### src/rtl/regbank_pkg.sv
// Shared constants and index type for the register bank.
package regbank_pkg;

    localparam int DATA_W_DEF   = 32;
    localparam int NUM_REGS_DEF = 32;
    localparam int SP_INDEX_DEF = 29;
    localparam int SP_RESET_DEF = 227;
    localparam int IDX_W        = 5;

    typedef logic [IDX_W-1:0] reg_idx_t;

endpackage

### src/rtl/regbank_read_port.sv
// One registered read port of the bank, with optional write-to-read bypass.
// Bypass enabled by defining REGISTERS_BANK_BYPASS_EN.
module regbank_read_port
    import regbank_pkg::*;
#(
    parameter int DATA_W = DATA_W_DEF
) (
    input  logic              clk,
    input  logic              reset,
    input  reg_idx_t          rd_idx,
    input  logic [DATA_W-1:0] rd_val,
    input  logic              wr_en,
    input  reg_idx_t          wr_idx,
    input  logic [DATA_W-1:0] wr_data,
    output logic [DATA_W-1:0] rd_data
);

    logic [DATA_W-1:0] rd_data_d;
    logic [DATA_W-1:0] rd_data_q;

`ifdef REGISTERS_BANK_BYPASS_EN
    always_comb begin
        rd_data_d = rd_val;
        // x0 is hardwired, so it must never pick up in-flight data
        if (wr_en && (wr_idx == rd_idx) && (rd_idx != '0)) begin
            rd_data_d = wr_data;
        end
    end
`else
    logic unused_wr;
    assign unused_wr = ^{wr_en, wr_idx, wr_data};

    always_comb begin
        rd_data_d = rd_val;
    end
`endif

    always_ff @(posedge clk) begin
        if (reset) begin
            rd_data_q <= '0;
        end else begin
            rd_data_q <= rd_data_d;
        end
    end

    assign rd_data = rd_data_q;

endmodule

### src/rtl/registers_bank.sv
// Architectural register file: two registered read ports, one write port.
// Define REGISTERS_BANK_BYPASS_EN to forward same-edge writes to reads.
module registers_bank
    import regbank_pkg::*;
#(
    parameter int DATA_W   = DATA_W_DEF,
    parameter int NUM_REGS = NUM_REGS_DEF,
    parameter int SP_INDEX = SP_INDEX_DEF,
    parameter int SP_RESET = SP_RESET_DEF
) (
    input  logic              clk,
    input  logic              reset,
    input  logic              reg_write,
    input  logic [4:0]        write_reg,
    input  logic [DATA_W-1:0] write_data,
    input  logic [4:0]        read_reg_1,
    input  logic [4:0]        read_reg_2,
    output logic [DATA_W-1:0] read_data_1,
    output logic [DATA_W-1:0] read_data_2,
    output logic              write_ack
);

    logic [DATA_W-1:0] regs_q [NUM_REGS];
    logic [DATA_W-1:0] regs_d [NUM_REGS];
    logic              write_ack_d;
    logic              write_ack_q;
    logic              wr_commit;
    logic [DATA_W-1:0] rd_val_1;
    logic [DATA_W-1:0] rd_val_2;

    assign wr_commit = reg_write
                     && (write_reg != '0)
                     && (int'(write_reg) < NUM_REGS);

    always_comb begin
        regs_d = regs_q;
        if (wr_commit) begin
            regs_d[write_reg] = write_data;
        end
    end

    always_comb begin
        write_ack_d = wr_commit;
    end

    always_ff @(posedge clk) begin
        if (reset) begin
            for (int i = 0; i < NUM_REGS; i++) begin
                regs_q[i] <= (i == SP_INDEX) ? DATA_W'(SP_RESET) : '0;
            end
        end else begin
            regs_q <= regs_d;
        end
    end

    always_ff @(posedge clk) begin
        if (reset) begin
            write_ack_q <= 1'b0;
        end else begin
            write_ack_q <= write_ack_d;
        end
    end

    always_comb begin
        rd_val_1 = '0;
        rd_val_2 = '0;
        if (int'(read_reg_1) < NUM_REGS) begin
            rd_val_1 = regs_q[read_reg_1];
        end
        if (int'(read_reg_2) < NUM_REGS) begin
            rd_val_2 = regs_q[read_reg_2];
        end
    end

    regbank_read_port #(
        .DATA_W (DATA_W)
    ) u_rd_1 (
        .clk     (clk),
        .reset   (reset),
        .rd_idx  (read_reg_1),
        .rd_val  (rd_val_1),
        .wr_en   (wr_commit),
        .wr_idx  (write_reg),
        .wr_data (write_data),
        .rd_data (read_data_1)
    );

    regbank_read_port #(
        .DATA_W (DATA_W)
    ) u_rd_2 (
        .clk     (clk),
        .reset   (reset),
        .rd_idx  (read_reg_2),
        .rd_val  (rd_val_2),
        .wr_en   (wr_commit),
        .wr_idx  (write_reg),
        .wr_data (write_data),
        .rd_data (read_data_2)
    );

    assign write_ack = write_ack_q;

endmodule

### config.mk
export PLATFORM = sky130hd
export DESIGN_NAME = registers_bank
export DESIGN_NICKNAME = d
export VERILOG_FILES = /design/src/rtl/regbank_pkg.sv /design/src/rtl/regbank_read_port.sv /design/src/rtl/registers_bank.sv
export SDC_FILE = /design/constraint.sdc
export NUM_CORES = 2
export LEC_CHECK = 0
export BUFFER_PORTS_ARGS = -buffer_cell sky130_fd_sc_hd__clkbuf_2
export CAP_MARGIN = 40
export CORE_ASPECT_RATIO = 0.8
export CORE_MARGIN = 2
export CORE_UTILIZATION = 50
export CTS_BUF_LIST = sky130_fd_sc_hd__clkbuf_4
export DETAILED_ROUTE_END_ITERATION = 16
export MAX_ROUTING_LAYER = met4
export PLACE_DENSITY = 0.77
export SLEW_MARGIN = 40
export SYNTH_ARGS = -nofsm -noshare
export SYNTH_HDL_FRONTEND = slang
export SYNTH_SLANG_ARGS = --single-unit
### constraint.sdc
create_clock -name clk -period 1.7 [get_ports clk]
set_input_delay 0.17 -clock clk [delete_from_list [all_inputs] [get_ports clk]]
set_output_delay 0.17 -clock clk [all_outputs]
set_load 0.01 [all_outputs]
==> run metrics <==
post-synth cell types 43; max_slew headroom 46.6%; total CTS buffers roughly 280; Worst Path Arrival roughly 1.8 ns; remaining antenna violation count 0; Post-Syn Area approximately 54000 um2; CP max stage delay 0.43 ns; Remaining Overflow, GRT 0; routed vias/inst roughly 6.7; Place WS -0.386 ns; FP Rows 107; Die H slightly below 300 um; H-tree levels 5; PortBufs between 100 and 150; worst skew pair latency 1.28 ns; Synth Instances 5864; Bufs on Longest Clock Path 4; Die X approximately 370 um; hold slack 0.0881 ns; initial antenna violation count 4; DRT iter0 DRCs around 9100; Worst setup SP type flop; Detailed Place HPWL 128 mm; actual slew at the worst max-slew pin 0.802 ns; Final Slew Violations 0; critical path peak fanout 1; Fin. Hold Viols 0; reg-to-reg critical path startpoint regs_q[674]; first-pass GRT wire length between 300 and 400 mm; P_int 38.4 mW; failing checks setup timing; WP data required between 1.5 and 2 ns; I/O pins 115; Detailed Routing Iterations Pass 1 9; Die Area between 100000 and 150000 um2; Post-CTS Setup Inserts 0; R2R setup slack 0 ns; RSZ-0062 raised after global routing true; leakage ~22 nW; CTS root buffer clkbuf_4; CTS tree built; count of max-cap constraint violations 0; fmax a little over 0.5 GHz; final count of negative-setup-slack endpoints 67; skew final about 0.084 ns; min cycle time layout 1.99 ns; syn nets about 5900; WL final roughly 210 mm; clock-pin slew on the worst setup and hold paths 0.08 ns; Logic pwr share 10.7%; CP delay by family, top flip-flops; Yosys reg bits 1089; Routed WL per cell 26.8 um; DRC 0; cells on worst reg2reg path 4; Synth area leaders dfxtp_1 41%, mux4_2 17%, nand2_1 14%; commonest cells after routing, fill and taps aside 2031 x nand2_1, 1030 x dfxtp_1, 988 x a21oi_1; area share of the largest cell type after synthesis 40.5%; nature of the critical path endpoint output port; layout cell share with drive strength beyond 1 23.6%; Final WS setup -0.286 ns; clock network fraction of design power 40.1%; crit path buf inv count 1; Flop pwr share 49.2%; sw frac around 28%; Net Switching 14.6 mW; Num Clock Sinks 1089; period utilisation layout 117%; vias 51767; area leader, netlist dfxtp_1; hold endpoint regs_q[1013]; GP Congestion 0.967; syn_area_per_cell 9.17 um2; Hold Crit Class in2reg; Core ar. 107000 um2; post-synthesis sequential area ratio about 41%; Peak VDD IR 0.000731 V; Worst path slowest cell dfxtp_4; area occupied by multi-input gates 28700 um2; register area 22000 um2; initial core utilization 50.5%; vias in the first global route 49584; Layout fillers about 8600; HP Start reset; most common cell after layout, fill and taps aside nand2_1; Synth-to-Final Area Change 17.2%; nets ~6200; pwr dens 841 nW/um2; Tot GR Track Use between 30 and 40%; largest net degree at the start of global routing 75; RR Endpoint u_rd_1.rd_data[2]; warnings from Yosys 0; WS Path Type reg2out; status complete, but fails checks; hold path depth 4; crit path cell chain buf_8; total power 53.0 mW
## registers in the layout, summed over array words and instances (netlist names)
| signal | cells |
|---|---|
| u_rd_1.rd_data | 32 |
| regs_q | 1024 |
| u_rd_2.rd_data | 32 |
| write_ack | 1 |
## Yosys cell counts
master        n
a22oi_1      64
buf_4        27
nand4b_1      3
nand2_1    2041
and4bb_2      3
nor3_1        1
nor2b_4       2
nand4_1       4
a21oi_1     988
o2111ai_1    17
mux4_1       39
nor4_4        3
and3_1        1
clkbuf_1    262
nor2_2        8
clkbuf_4      9
and4b_1       3
nand3_1       1
buf_8         9
nor2b_1      38
a221oi_1     47
o21ai_0      16
nand2b_1      3
and3b_1       2
nand2_2       1
dfxtp_1    1089
mux4_2      409
mux2i_1     256
and2_0        2
nor4b_4       1
nor2_1       14
and2_1       13
buf_1        82
a221o_1      64
a31oi_1      64
nor3_2        1
buf_2       157
nand3b_1      7
or2_2         3
inv_2         2
o21ai_1      31
buf_12       11
buf_6        66
## stage by stage
| stage | instances | area (um2) | TNS (ns) | util [%] |
|---|---|---|---|---|
| 5_1_grt | 7755 | 63000 | -13.79 | 59.2 |
| 3_5_place_dp | 7239 | 58500 | -13.06 | 54.9 |
| 6_report | 7759 | 63100 | -12.94 | 59.2 |
| 3_3_place_gp | 7239 | 58500 | -10.62 | 54.9 |
| 4_1_cts | 7752 | 62700 | -17.11 | 58.9 |
| 2_1_floorplan | 5864 | 53800 | 0 | - |
## repair_timing
action	4_1_cts	5_1_grt
hold buffers	82	0
pin swaps	0	1
gates resized for setup	104	126
endpoints found under the setup margin	65	80
hold endpoints to repair	1089	0
## power by group through the flow
stage / clock network, mW / registers, mW / logic [mW]
detailed placement: 0 / 26.6 / 5.13
global placement: 0 / 26.6 / 5.05
finish: 21.3 / 26.1 / 5.67
CTS: 21.2 / 26.0 / 5.34
floorplan: 0 / 26.5 / 2.97
global route: 22.6 / 26.1 / 5.75
## cells by family after synthesis
| group | share of synthesized area (%) |
|---|---|
| AO/OA/AOI/OAI | 13.5 |
| buffers and inverters | 6.42 |
| flip-flops | 40.5 |
| multiplexers | 23.8 |
| AND/OR/NAND/NOR | 15.7 |
## worst max path at each step
stage / cells after the start / from / to
final: 1 / u_rd_1.rd_data[31] / read_data_1[31]
after global routing: 1 / u_rd_2.rd_data[19] / read_data_2[19]
after CTS: 1 / u_rd_1.rd_data[31] / read_data_1[31]
after detailed placement: 6 / read_reg_1[1] / u_rd_1.rd_data[0]
after global placement: 6 / read_reg_1[1] / u_rd_1.rd_data[0]
after floorplan: 6 / read_reg_1[1] / u_rd_1.rd_data[17]
## area by class of cell
type,count,area share (%)
well taps,1417,2.81
flip-flops and latches,1089,34.8
clock inverters,59,0.445
diodes,8,0.0318
repair buffers,662,11.9
multi-input cells,4150,45.5
clock buffers,372,4.43
inverters,2,0.0198
## routing by layer
metal,GRT usage [%],share of wire (%)
met5,-,0
met4,23.8,6.8
met3,13.3,17
met2,51.7,42
met1,46.6,34
(Power assumes the default switching activity.)
